===== config.mk =====
export PLATFORM = sky130hd
export DESIGN_NAME = data_sram_ctrl
export DESIGN_NICKNAME = d
export VERILOG_FILES = /design/src/rtl/data_sram_ctrl_pkg.sv /design/src/rtl/data_sram_ctrl.sv
export SDC_FILE = /design/constraint.sdc
export NUM_CORES = 1
export LEC_CHECK = 0
export ABC_AREA = 1
export CAP_MARGIN = 20
export CORE_MARGIN = 3
export CORE_UTILIZATION = 45
export CTS_CLUSTER_DIAMETER = 40
export CTS_CLUSTER_SIZE = 16
export DETAILED_ROUTE_END_ITERATION = 12
export GPL_TIMING_DRIVEN = 0
export PLACE_DENSITY = 0.82
export SKIP_CTS_REPAIR_TIMING = 1
export SLEW_MARGIN = 20
export SYNTH_ARGS = -nofsm -noshare
export SYNTH_HDL_FRONTEND = slang
export SYNTH_SLANG_ARGS = --single-unit

===== constraint.sdc =====
create_clock -name clk -period 2.85 [get_ports clk]
set_input_delay 0.57 -clock clk [delete_from_list [all_inputs] [get_ports clk]]
set_output_delay 0.57 -clock clk [all_outputs]
set_load 0.1 [all_outputs]

===== src/rtl/data_sram_ctrl_pkg.sv =====
// Shared encodings and default bus widths for the data-side SRAM controller.
package data_sram_ctrl_pkg;

  localparam int DSC_ADDR_W = 32;
  localparam int DSC_DATA_W = 32;
  localparam int SIZE_W     = 2;

  localparam logic [SIZE_W-1:0] SIZE_B = 2'd0;
  localparam logic [SIZE_W-1:0] SIZE_H = 2'd1;
  localparam logic [SIZE_W-1:0] SIZE_W_CODE = 2'd2;

  typedef enum logic [1:0] {
    DSC_IDLE = 2'd0,
    DSC_REQ  = 2'd1,
    DSC_WAIT = 2'd2,
    DSC_RESP = 2'd3
  } dsc_state_e;

endpackage


===== src/rtl/data_sram_ctrl.sv =====
// Single-outstanding data-side bus sequencer: EXE access in, SRAM-like bus out,
// response to MEM with a zero-latency bypass and a one-entry holding register.
module data_sram_ctrl
  import data_sram_ctrl_pkg::*;
#(
  parameter int ADDR_W = DSC_ADDR_W,
  parameter int DATA_W = DSC_DATA_W
) (
  input  logic                clk,
  input  logic                resetn,
  input  logic                flush,
  input  logic                es_req_valid,
  output logic                es_req_ready,
  input  logic                es_req_wr,
  input  logic [SIZE_W-1:0]   es_req_size,
  input  logic [ADDR_W-1:0]   es_req_addr,
  input  logic [DATA_W/8-1:0] es_req_wstrb,
  input  logic [DATA_W-1:0]   es_req_wdata,
  output logic                ms_resp_valid,
  input  logic                ms_resp_ready,
  output logic [DATA_W-1:0]   ms_resp_rdata,
  output logic                data_req,
  output logic                data_wr,
  output logic [SIZE_W-1:0]   data_size,
  output logic [ADDR_W-1:0]   data_addr,
  output logic [DATA_W/8-1:0] data_wstrb,
  output logic [DATA_W-1:0]   data_wdata,
  input  logic                data_addr_ok,
  input  logic                data_data_ok,
  input  logic [DATA_W-1:0]   data_rdata
);

  dsc_state_e        state;
  logic              cancel;
  logic [DATA_W-1:0] resp_buf;

  logic       data_ok_now;
  logic       drop;
  logic       resp_hit;
  dsc_state_e done_state;

  // addr_ok and data_ok in the same REQ cycle behave exactly like data_ok in WAIT.
  assign data_ok_now = data_data_ok &&
                       (state == DSC_WAIT || (state == DSC_REQ && data_addr_ok));
  assign drop        = cancel || flush;
  assign resp_hit    = resetn && data_ok_now && !drop;
  assign done_state  = (drop || ms_resp_ready) ? DSC_IDLE : DSC_RESP;

  assign es_req_ready  = resetn && (state == DSC_IDLE) && !flush;
  assign ms_resp_valid = resp_hit || (resetn && state == DSC_RESP);
  assign ms_resp_rdata = resp_hit ? data_rdata : resp_buf;

  always_ff @(posedge clk) begin
    if (!resetn) begin
      state      <= DSC_IDLE;
      cancel     <= 1'b0;
      resp_buf   <= '0;
      data_req   <= 1'b0;
      data_wr    <= 1'b0;
      data_size  <= '0;
      data_addr  <= '0;
      data_wstrb <= '0;
      data_wdata <= '0;
    end else begin
      case (state)
        DSC_IDLE: begin
          if (es_req_valid && es_req_ready) begin
            data_req   <= 1'b1;
            data_wr    <= es_req_wr;
            data_size  <= es_req_size;
            data_addr  <= es_req_addr;
            data_wstrb <= es_req_wstrb;
            data_wdata <= es_req_wdata;
            state      <= DSC_REQ;
          end
        end
        DSC_REQ: begin
          // The request cannot be withdrawn once raised; flush only marks it for discard.
          if (flush) cancel <= 1'b1;
          if (data_addr_ok) begin
            data_req <= 1'b0;
            if (data_data_ok) begin
              cancel <= 1'b0;
              state  <= done_state;
            end else begin
              state  <= DSC_WAIT;
            end
          end
        end
        DSC_WAIT: begin
          if (data_data_ok) begin
            cancel <= 1'b0;
            state  <= done_state;
          end else if (flush) begin
            cancel <= 1'b1;
          end
        end
        DSC_RESP: begin
          if (flush || ms_resp_ready) state <= DSC_IDLE;
        end
        default: state <= DSC_IDLE;
      endcase
      if (resp_hit && !ms_resp_ready) resp_buf <= data_rdata;
    end
  end

endmodule


==> flow_summary.ini <==
[detailed_routing]
drcViolationCount = 0
wl_per_cell_um = 13.3
drtIter0Drc = 241
drt_pre_antenna_iters = 4
drt-total-wl_mm = 14.5
vias_per_cell = 4.80
postRouteAntennaNets = 0
vias = 5200

[clocking]
clock_path_buffers = 2
cts_sinks = 107
htree_levels = 3
cts_tree = built
numCtsBuffers = 9
worstSkewPairLatency_ps = 360
cts_root_buf = clkbuf_8
clk_pin_slew_ps = 110

[critical_path]
critPathMaxFanout = 10
cp-end-kind = output port
path_cells = clkdlybuf4s50_1, nand2_2, nor3_4, nand2_2, buf_6, buf_6, o21ai_1, buf_6
cp.required_ps = 2280
reg2reg_slack_ps = 1000
crit_top_cell = buf_6
slowest_delay_ps = 490
cp_num_buf_inv = 4
cp-start-kind = input pin
crit_family = buffers and inverters
arrival_ps = 2260
cp_slowest_cell = clkdlybuf4s50_1
crit_type = input pin to output port

[place]
io_buffer_count = 214
dp_hpwl_mm = 10.8
dp_slack_ps = -1090
place_congestion = 0.819
placedCellCount = 1064
placed_area_um2 = 7190

[logic_synthesis]
synthDistinctLibCells = 22
synth_ff_type = dfxtp_1
ys_seq_elements = 107
syn_inst = 714
synth_top_area_share_pct = 44.1
synth_nets = 828
synth_commonest_cells = nand2_1 (181), dfxtp_1 (107), inv_1 (102)
synth_edf_count = 0
ys_warn_count = 0
ys_async_sr_fraction_pct = 0
synth_area_um2 = 4860
yosysSeqAreaShare_pct = 44.1
syn_area_per_cell_um2 = 6.80
synth_top_area_cell = dfxtp_1
synthTopCellsByArea = dfxtp_1 (44%), nand2_1 (14%), inv_1 (7.9%), a21oi_1 (7.8%), nand3_1 (7.5%)
yosysMostFrequentCell = nand2_1

[status]
run_status = finished, final reports clean

[finish]
fin_cells = 1084
area_growth_pct = 56.7
insertedDiodeCount = 0
nFillCells = 896
final_cell_area_um2 = 7610
nets = 1057
drive_gt1_share_pct = 12.0

[timing]
rsz0062_at_grt = true
postLayoutSetupSlackWorst_ps = 24.1
fin_crit_sh_pct = 99.2
fin_worst_skew_ps = 14.0
drv_slew = 0
report.final.setup_viol = 0
hold_violations = 0
slew_headroom_pct = 30.5
layout_min_cycle_time_ps = 2830
holdWs_ps = 466
worst_pin_slew_ps = 1040
fmax_mhz = 354

[floorplanning]
io_pins = 216
row_count = 37
coreArea_um2 = 10400
initial_utilization_pct = 46.6
die_w_um = 110
die_h_um = 110
die_area_um2 = 12100

[global_routing]
grt_max_degree = 20
grt_pass1_wl_mm = 22.7
first_global_vias = 4886
grt_use_total_pct = 23.6
antenna_found_initial = 0
overflow = 0

[power]
totalPowerFinal_uw = 4490
ir_drop_v = 0.000441
power_density_nw_per_um2 = 590
cellLeakagePower_uw = 0.00309

[worst_hold_path]
hp-class = flip-flop to flip-flop

[flow_run]
max-cap-violations = 0
worst reg2reg max path, stage by stage (launching register included):
cell,delay [ps]
dfxtp_1,340
inv_1,110
ha_1,210
inv_1,90
nor2_4,260
nand2_1,290
buf_2,290
nand2_1,90
a21oi_1,70
sequential cells by signal (all words and copies together) (netlist names):
register,count
data_addr,32
state,2
data_wr,1
data_size,2
resp_buf,32
data_wdata,32
data_wstrb,4
cancel,1
data_req,1
cell families (layout without fill, tap and decap cells):
logic type	Yosys count	in the layout	synth area share (%)
AO/OA/AOI/OAI	113	113	12.0
adder cells (fa/ha/maj)	4	4	1.03
buffers and inverters	159	393	13.2
flip-flops	107	107	44.1
AND/OR/NAND/NOR	331	331	29.7
where the power goes:
| group | leakage, uW | internal, uW | total (uW) | switching, uW |
|---|---|---|---|---|
| Clock | 0.000111 | 450 | 997 | 547 |
| Sequential | 0.000866 | 1600 | 1660 | 58.7 |
| Combinational | 0.00211 | 524 | 1830 | 1310 |
| Total | 0.00309 | 2570 | 4490 | 1910 |
final timing paths:
path	startpoint	end	cells past startpoint
max reg2reg	state[0]$_SDFFE_PN0P_	data_wdata[4]$_SDFFE_PN0P_	8
max	resetn	ms_resp_rdata[9]	8
min reg2reg	data_addr[4]$_SDFFE_PN0P_	data_addr[4]$_SDFFE_PN0P_	2
min	data_addr[4]$_SDFFE_PN0P_	data_addr[4]$_SDFFE_PN0P_	2
per-layer routing:
metal  up-vias  routed length [um]  track usage, %
met3         6                1470            9.28
met5         -                   0               0
li1       2717                   -               -
met2       157                6870            39.1
met4         0                  96            5.70
met1      2320                6020            28.8
metrics by stage:
stage | util, % | TNS [ps]
3_5_place_dp | 69.1 | -35120
5_1_grt | 73.1 | -228
3_3_place_gp | 69.1 | -34030
2_1_floorplan | - | -8820
6_report | 73.1 | 0
4_1_cts | 71.2 | -35100
layout make-up:
class / count / area (um2) / area share (%)
Timing Repair Buffer: 218 / 2240 / 29.4
Multi-Input combinational cell: 448 / 2180 / 28.7
Sequential cell: 107 / 2140 / 28.1
Inverter: 107 / 402 / 5.28
Buffer: 52 / 258 / 3.39
Tap cell: 136 / 170 / 2.24
Clock buffer: 10 / 138 / 1.81
Clock inverter: 6 / 81.3 / 1.07
placed cells by master, fill, tap and decap left out, drive strengths merged, types with 32 or more instances in the layout:
cell	netlist	routed
buf	26	61
dfxtp	107	107
nor2	43	43
clkdlybuf4s50	0	179
clkbuf	26	39
o21ai	36	36
inv	106	109
nand2	181	181
a21oi	76	76
nand4	32	32
nand3	74	74
Note: power is estimated with default switching activity, not from simulation.
